`src/rtl/bcd_to_signed_bin_if.sv`:
```
// Handshake and data bundle between the operator-entry side and the BCD-to-binary converter.
interface bcd_to_signed_bin_if #(
  parameter int DIGITS = 3,
  parameter int BIN_W  = 10
);
  logic                    start;
  logic                    negative;
  logic [4*DIGITS-1:0]     bcd_in;
  logic                    busy;
  logic                    done;
  logic signed [BIN_W:0]   result;
  logic                    err;
  logic                    ovf;

  modport master (
    output start, negative, bcd_in,
    input  busy, done, result, err, ovf
  );

  modport slave (
    input  start, negative, bcd_in,
    output busy, done, result, err, ovf
  );
endinterface

```
`src/rtl/bcd_to_signed_bin.sv`:
```
// Sign + packed BCD to two's-complement converter using reverse double-dabble (one bit per clock).
// Optional 8-bit clamp of the signed result is enabled by defining SATURATE_8BIT_EN.
module bcd_to_signed_bin #(
  parameter int DIGITS = 3,
  parameter int BIN_W  = 10
) (
  input  logic                 clk,
  input  logic                 rst_n,
  bcd_to_signed_bin_if.slave   bus
);
  localparam int BCD_W = 4 * DIGITS;
  localparam int SR_W  = BCD_W + BIN_W;
  localparam int RES_W = BIN_W + 1;
  localparam int CNT_W = $clog2(BIN_W + 1);

  typedef enum logic [2:0] {
    S_IDLE, S_CHECK, S_SHIFT, S_NEGATE, S_DONE
  } state_t;

  state_t                    state_q;
  logic [BCD_W-1:0]          bcd_q;
  logic                      neg_q;
  logic [SR_W-1:0]           sr_q;
  logic [SR_W-1:0]           sr_d;
  logic [CNT_W-1:0]          cnt_q;
  logic                      busy_q;
  logic                      done_q;
  logic                      err_q;
  logic signed [RES_W-1:0]   result_q;
  logic signed [RES_W-1:0]   result_d;
`ifdef SATURATE_8BIT_EN
  logic                      ovf_q;
  logic                      ovf_d;
`endif

  function automatic logic bcd_invalid(input logic [BCD_W-1:0] b);
    logic bad;
    bad = 1'b0;
    for (int i = 0; i < DIGITS; i++)
      if (b[4*i +: 4] > 4'd9) bad = 1'b1;
    return bad;
  endfunction

  // Shift right, then pull each BCD digit that reached 8+ back down by 3 (inverse of add-3).
  function automatic logic [SR_W-1:0] dabble_step(input logic [SR_W-1:0] sr);
    logic [SR_W-1:0] s;
    s = sr >> 1;
    for (int i = 0; i < DIGITS; i++)
      if (s[BIN_W+4*i +: 4] >= 4'd8)
        s[BIN_W+4*i +: 4] = s[BIN_W+4*i +: 4] - 4'd3;
    return s;
  endfunction

  // Zero magnitude negates to zero, so no negative zero can appear.
  function automatic logic signed [RES_W-1:0] apply_sign(input logic [BIN_W-1:0] mag,
                                                         input logic neg);
    logic signed [RES_W-1:0] m;
    m = signed'({1'b0, mag});
    return neg ? -m : m;
  endfunction

`ifdef SATURATE_8BIT_EN
  function automatic logic signed [RES_W-1:0] sat8(input logic signed [RES_W-1:0] v,
                                                   output logic clamped);
    logic signed [RES_W-1:0] hi;
    logic signed [RES_W-1:0] lo;
    hi = RES_W'(127);
    lo = RES_W'(-128);
    clamped = 1'b0;
    if (v > hi) begin
      clamped = 1'b1;
      return hi;
    end
    if (v < lo) begin
      clamped = 1'b1;
      return lo;
    end
    return v;
  endfunction
`endif

  always_comb begin
    sr_d     = dabble_step(sr_q);
    result_d = apply_sign(sr_q[BIN_W-1:0], neg_q);
`ifdef SATURATE_8BIT_EN
    ovf_d    = 1'b0;
    result_d = sat8(result_d, ovf_d);
`endif
  end

  always_ff @(posedge clk or negedge rst_n) begin
    if (!rst_n) begin
      state_q  <= S_IDLE;
      bcd_q    <= '0;
      neg_q    <= 1'b0;
      sr_q     <= '0;
      cnt_q    <= '0;
      busy_q   <= 1'b0;
      done_q   <= 1'b0;
      err_q    <= 1'b0;
      result_q <= '0;
`ifdef SATURATE_8BIT_EN
      ovf_q    <= 1'b0;
`endif
    end else begin
      case (state_q)
        S_IDLE: begin
          if (bus.start) begin
            bcd_q   <= bus.bcd_in;
            neg_q   <= bus.negative;
            err_q   <= 1'b0;
`ifdef SATURATE_8BIT_EN
            ovf_q   <= 1'b0;
`endif
            busy_q  <= 1'b1;
            state_q <= S_CHECK;
          end
        end
        S_CHECK: begin
          if (bcd_invalid(bcd_q)) begin
            err_q    <= 1'b1;
            result_q <= '0;
            busy_q   <= 1'b0;
            done_q   <= 1'b1;
            state_q  <= S_DONE;
          end else begin
            sr_q    <= {bcd_q, {BIN_W{1'b0}}};
            cnt_q   <= CNT_W'(BIN_W);
            state_q <= S_SHIFT;
          end
        end
        S_SHIFT: begin
          sr_q  <= sr_d;
          cnt_q <= cnt_q - CNT_W'(1);
          if (cnt_q == CNT_W'(1)) state_q <= S_NEGATE;
        end
        S_NEGATE: begin
          result_q <= result_d;
`ifdef SATURATE_8BIT_EN
          ovf_q    <= ovf_d;
`endif
          busy_q   <= 1'b0;
          done_q   <= 1'b1;
          state_q  <= S_DONE;
        end
        S_DONE: begin
          done_q  <= 1'b0;
          state_q <= S_IDLE;
        end
        default: state_q <= S_IDLE;
      endcase
    end
  end

  assign bus.busy   = busy_q;
  assign bus.done   = done_q;
  assign bus.result = result_q;
  assign bus.err    = err_q;
`ifdef SATURATE_8BIT_EN
  assign bus.ovf    = ovf_q;
`else
  assign bus.ovf    = 1'b0;
`endif
endmodule

```
`src/flat_wrapper.sv`:
```
// flat-port wrapper written by rule: the top's interface ports become plain ports
module bcd_to_signed_bin_flat 
#(
  parameter int DIGITS = 3,
  parameter int BIN_W  = 10
)
  (clk, rst_n, bus_start, bus_negative, bus_bcd_in, bus_busy, bus_done, bus_result, bus_err, bus_ovf);
  bcd_to_signed_bin_if #(.DIGITS(DIGITS), .BIN_W(BIN_W)) bus_i ();
  input  logic clk;
  input  logic rst_n;
  input wire logic [$bits(bus_i.start)-1:0] bus_start;
  input wire logic [$bits(bus_i.negative)-1:0] bus_negative;
  input wire logic [$bits(bus_i.bcd_in)-1:0] bus_bcd_in;
  output wire logic [$bits(bus_i.busy)-1:0] bus_busy;
  output wire logic [$bits(bus_i.done)-1:0] bus_done;
  output wire logic [$bits(bus_i.result)-1:0] bus_result;
  output wire logic [$bits(bus_i.err)-1:0] bus_err;
  output wire logic [$bits(bus_i.ovf)-1:0] bus_ovf;
  assign bus_i.start = bus_start;
  assign bus_i.negative = bus_negative;
  assign bus_i.bcd_in = bus_bcd_in;
  assign bus_busy = bus_i.busy;
  assign bus_done = bus_i.done;
  assign bus_result = bus_i.result;
  assign bus_err = bus_i.err;
  assign bus_ovf = bus_i.ovf;
  bcd_to_signed_bin #(.DIGITS(DIGITS), .BIN_W(BIN_W)) u_core (.clk(clk), .rst_n(rst_n), .bus(bus_i));
endmodule
```
`config.mk`:
```
export PLATFORM = sky130hd
export DESIGN_NAME = bcd_to_signed_bin_flat
export DESIGN_NICKNAME = d
export VERILOG_FILES = /design/src/rtl/bcd_to_signed_bin_if.sv /design/src/rtl/bcd_to_signed_bin.sv /design/src/flat_wrapper.sv
export SDC_FILE = /design/constraint.sdc
export NUM_CORES = 1
export LEC_CHECK = 0
export CAP_MARGIN = 20
export CORE_MARGIN = 3
export CORE_UTILIZATION = 55
export DETAILED_ROUTE_END_ITERATION = 7
export PLACE_DENSITY_LB_ADDON = 0.15
export SYNTH_ARGS = -nofsm -noshare
export SYNTH_HDL_FRONTEND = slang
export SYNTH_SLANG_ARGS = --single-unit
```
`constraint.sdc`:
```
create_clock -name clk -period 2.38 [get_ports clk]
set_input_delay 0.714 -clock clk [delete_from_list [all_inputs] [get_ports clk]]
set_output_delay 0.714 -clock clk [all_outputs]
set_load 0.02 [all_outputs]
```
## Word-level counts from Yosys, hierarchy flattened

Cells that the tools add are included.

| storage, ports and cells | value |
|---|---|
| bits in registers | 56 |
| bits of input ports | 16 |
| output and inout bits | 15 |
| logic and storage cells | 67 |

| cells by class | value |
|---|---|
| $add $sub $neg | 5 |
| reduce and logical (&&, ||, !) cells | 13 |
| muxes and demuxes | 25 |
| equality and inequality tests | 9 |
| $lt $le $gt $ge | 6 |

Operator list:

| cell | count |
|---|---|
| $pmux W22 S2 | 1 |
| $mux W11 | 2 |
| $mux W22 | 1 |
| $pmux W11 S2 | 1 |
| $mux W4 | 4 |
| $gt A4 B4 Y1 const B | 3 |
| $pmux W3 S4 | 1 |
| $neg A10 Y11 | 1 |
| $reduce_and A2 Y1 | 5 |
| $mux W3 | 3 |
| $ge A4 B4 Y1 const B | 2 |
| $mux W1 | 8 |
| $pmux W4 S2 | 1 |
| $sub A4 B2 Y4 const B | 2 |
| $eq A3 B2 Y1 const B | 2 |
| $pmux W1 S3 | 2 |
| $reduce_and A3 Y1 | 2 |
| $reduce_bool A2 Y1 | 3 |
| $reduce_bool A3 Y1 | 2 |
| $eq A4 B1 Y1 const B | 1 |
| $ge A3 B4 Y1 const B | 1 |
| $ne A2 B1 Y1 const B | 2 |
| $ne A2 B2 Y1 const B | 2 |
| $sub A3 B2 Y4 const B | 1 |
| 5 further kinds | 5 |

## Depth between registers and ports, before layout

| logic depth | value |
|---|---|
| word-level depth | 7 |
| mapped depth | 7 |
| depth with buffers taken out | 6 |

## Least setup slack after synthesis

No wires, ideal clock.

| timing path | value |
|---|---|
| path kind | input to register |
| start point | input bus_start |
| end point | register u_core.bcd_q[10] |
| required time | 2.255 ns |
| path slack | 0.404 ns |
| cell stages on the path | 4 |
| path buffers | 1 |
| data arrival time | 1.851 ns |
| setup time | 0.125 ns |
| cells stage by stage | nand2b_1 > nor3_1 > buf_2 > mux2_2 |

| on the way | value |
|---|---|
| longest elaborated chain between the ends | 1 |

RTL lines:

| what | line | RTL |
|---|---|---|
| start, declared | flat_wrapper.sv:11 | `input wire logic [$bits(bus_i.start)-1:0] bus_start;` |
| $reduce_and A2 Y1 (no source line) | -- |  |
| end signal, assigned | bcd_to_signed_bin.sv:109 | `bcd_q <= bus.bcd_in;` |
| end, declared | bcd_to_signed_bin.sv:21 | `logic [BCD_W-1:0] bcd_q;` |

Every way passes these cells.
A chain may end at the register's enable or synchronous reset.

## Final worst setup path

| timing path | value |
|---|---|
| start point | register u_core.done_q (netlist: u_core.bus.done) |
| end point | output bus_done |

RTL lines:

| what | line | RTL |
|---|---|---|
| start, declared | bcd_to_signed_bin.sv:27 | `logic done_q;` |
| start signal, assigned | bcd_to_signed_bin.sv:99 | `done_q <= 1'b0;` |
| start signal, assigned | bcd_to_signed_bin.sv:124 | `done_q <= 1'b1;` |
| start signal, assigned | bcd_to_signed_bin.sv:143 | `done_q <= 1'b1;` |
| end, declared | flat_wrapper.sv:15 | `output wire logic [$bits(bus_i.done)-1:0] bus_done;` |

No word-level cell between the ends.

==> impl_results.md <==
- Yosys warns: 0
- I/O Buffers: 29
- Final Critical Period: 2040 ps
- Die ar.: 5588 sq um
- Core box area: 4444 sq um
- Slowest-stage cell, CP: clkdlybuf4s50_1
- Number of I/O pins: 31
- Relative slew slack: 65.86%
- Layout Cells excl Fill: 326
- Initial DRC Count: 120
- Sw frac: 37.97%
- Hold_buf cts: 0
- Combinational Power Share: 42.3%
- Total leakage power: 1.349 nW
- Synth Cell Area: 2600 sq um
- NetSw: 1.468 mW
- Post-layout utilization of the core: 69.00%
- # rows: 24
- Synth async-reset ratio: 100.0%
- Height of the chip: 74.76 microns
- Distinct cells, synth: 42
- Max frequency: 490.2 MHz
- Fin Setup TNS: 0 ps
- R2R setup slack: 520 ps
- Crit-path max FO: 3
- First-pass DRT Iterations: 4
- Crit path DAT: 1330 ps
- Gpl congestion: 0.8201
- Share of layout cells above drive strength 1: 13.14%
- CTS clk-pin slew, worst paths: 100 ps
- CTS root buf: clkbuf_8
- Placed Cells: 318
- CP peak stage delay: 620 ps
- Post-synthesis register bit count: 56
- Clock latency on the worst-skew pair: 310 ps
- First-pass GRT wire length: 8293 microns
- Fill cell count: 358
- Worst path bufs/invs: 1
- Worst min path class: input pin to asynchronous set/reset pin
- GRT overflow: 0
- Antenna violations before repair: 0
- Share of the synthesized area in the top cell type: 53.90%
- Internal power: 2.397 mW
- GRT Util Overall: 19.34%
- CTS tree: built
- Pwr/cell area: 1260 nW/um^2
- Syn_nets: 265
- Max rail drop VDD: 0.7454 mV
- Pre-CTS worst setup slack: 265.8 ps
- Startpoint types: register
- Most frequent cells after synthesis: 56 x dfrtp_1, 29 x nand2_1, 18 x o21ai_0
- Tcrit/Tclk final: 85.71%
- Yosys top cell by area: dfrtp_1
- Setup bufs post-CTS: 0
- Max Root-Sink Buffers: 2
- Fin nets: 296
- Clock Skew: 6.465 ps
- Overall routed net length: 5020 microns
- Post-synth EDFFs: 0
- Vias per inst: 5.764
- Final hold vios: 0
- Clock network fraction of total power: 13.8%
- Most used flip-flop cell after synthesis: dfrtp_1
- Status: finished, final reports clean
- Critical-path cell list: clkdlybuf4s50_1
- Avg Cell Area, Syn: 10.74 sq um
- Sequential share of power: 43.9%
- Least-Margin Pin Slew: 512.1 ps
- Post-Syn Instances: 242
- Antenna Nets Post-Route: 0
- H-Tree Depth: 2
- Synth top area cells: dfrtp_1 54%, mux2_2 5.6%, nand2_1 4.2%
- Max Cap Viol: 0
- CP required: 1670 ps
- Start-to-end type of the worst setup path: register to output port
- Smallest setup slack after layout: 340.1 ps
- Sequential fraction of the synthesis area: 53.90%
- Most common cell in the netlist: dfrtp_1
- Via count: 1879
- ANT cells: 0
- Final Setup Violations: 0
- Critical Path End Type: output port
- Unrepaired setup endpoints after global routing: no
- Starting Density: 58.50%
- Hpwl dp: 3573 microns
- Wire per inst: 15.40 microns
- Largest net degree at the start of global routing: 25
- Die width: 74.76 microns
- # clock sinks: 56
- Vias in the first global route: 1769
- Critical path's top delay family: buffers and inverters
- Area growth syn-to-layout: 17.95%
- Number of buffers created by CTS: 5
- # DRC: 0
- Max Slew Vio Count: 0
- Post-CTS resize count: 0
## power by group through the flow
stage / combinational [mW] / sequential, mW / clock, mW
detailed placement: 1.63 / 1.72 / 0
CTS: 1.64 / 1.70 / 0.544
finish: 1.63 / 1.70 / 0.534
global route: 1.82 / 1.76 / 0.582
global placement: 1.57 / 1.69 / 0
floorplan: 1.17 / 1.65 / 0
## logic make-up (layout without fill, tap and decap cells)
family | Yosys count | after routing | share of synthesized area, %
DFF | 56 | 56 | 53.90
AOI/OAI and AO/OA | 56 | 56 | 14.24
adders and majority gates | 7 | 7 | 3.368
xor gates and xnor gates | 15 | 15 | 5.053
buffers and inverters | 24 | 56 | 3.898
muxes | 13 | 13 | 5.630
other | 1 | 1 | 0.1442
and+or+nand+nor | 70 | 70 | 13.76
## worst paths after layout
| check | startpoint | endpoint | cells after the start |
|---|---|---|---|
| worst max-delay path | u_core.bus.done | bus_done | 1 |
| worst min-delay path | rst_n | u_core.state_q[0] | 1 |
| worst max register to register | u_core.sr_q[5] | u_core.bus.result[10] | 3 |
| worst min register to register | u_core.bus.busy | u_core.bus.busy | 1 |
| max in group asynchronous | rst_n | u_core.sr_q[7] | 2 |
| min in group clk | u_core.bus.busy | u_core.bus.busy | 1 |
## cell type report
cell class                      instances  area, sq um  share of cell area [%]
Multi-Input combinational cell        162         1107                   36.11
Tap cell                               52        65.06                   2.122
Sequential cell                        56         1401                   45.70
Timing Repair Buffer                   38        365.4                   11.91
Inverter                               10        37.54                   1.224
Clock buffer                            8        90.09                   2.938
## cells in the final DEF, fill, tap and decap left out, drive strengths merged
master / count
a22o: 10
xnor2: 12
or3b: 2
buf: 10
xor2: 3
a21oi: 5
a211oi: 1
or2: 1
o22ai: 7
o211ai: 1
a22oi: 2
clkbuf: 8
nor4: 1
nand2: 29
a32o: 1
clkdlybuf4s50: 28
a21o: 1
o41ai: 1
or4: 2
a31oi: 4
and2: 1
or3: 2
a221o: 2
ha: 7
conb: 1
nand2b: 6
inv: 10
dfrtp: 56
nor3b: 3
and4: 1
nor3: 8
nor2b: 1
nand4: 1
mux2: 13
nand3: 5
nand4bb: 1
o31ai: 3
nor2: 6
o21ai: 18
## through the flow
step	power [mW]	area, sq um	hold slack, ps
after detailed placement	3.352	2977	483.5
after global routing	4.156	3067	385.4
after global placement	3.266	2977	458.2
final	3.865	3067	360.6
after floorplan	2.822	2600	418.4
after CTS	3.882	3067	378.3
## per-layer routing
metal | share of wire [%] | track usage [%]
met5 | 0 | 0
met4 | 1.0 | 4.150
met3 | 3.0 | 4.406
met2 | 49 | 32.59
met1 | 47 | 25.74
## registers in the layout, indices dropped and copies added (netlist names)
signal / cells
u_core.bcd_q: 12
u_core.bus.busy: 1
u_core.bus.done: 1
u_core.bus.err: 1
u_core.bus.result: 11
u_core.cnt_q: 4
u_core.neg_q: 1
u_core.sr_q: 22
u_core.state_q: 3
(Power assumes the default switching activity.)
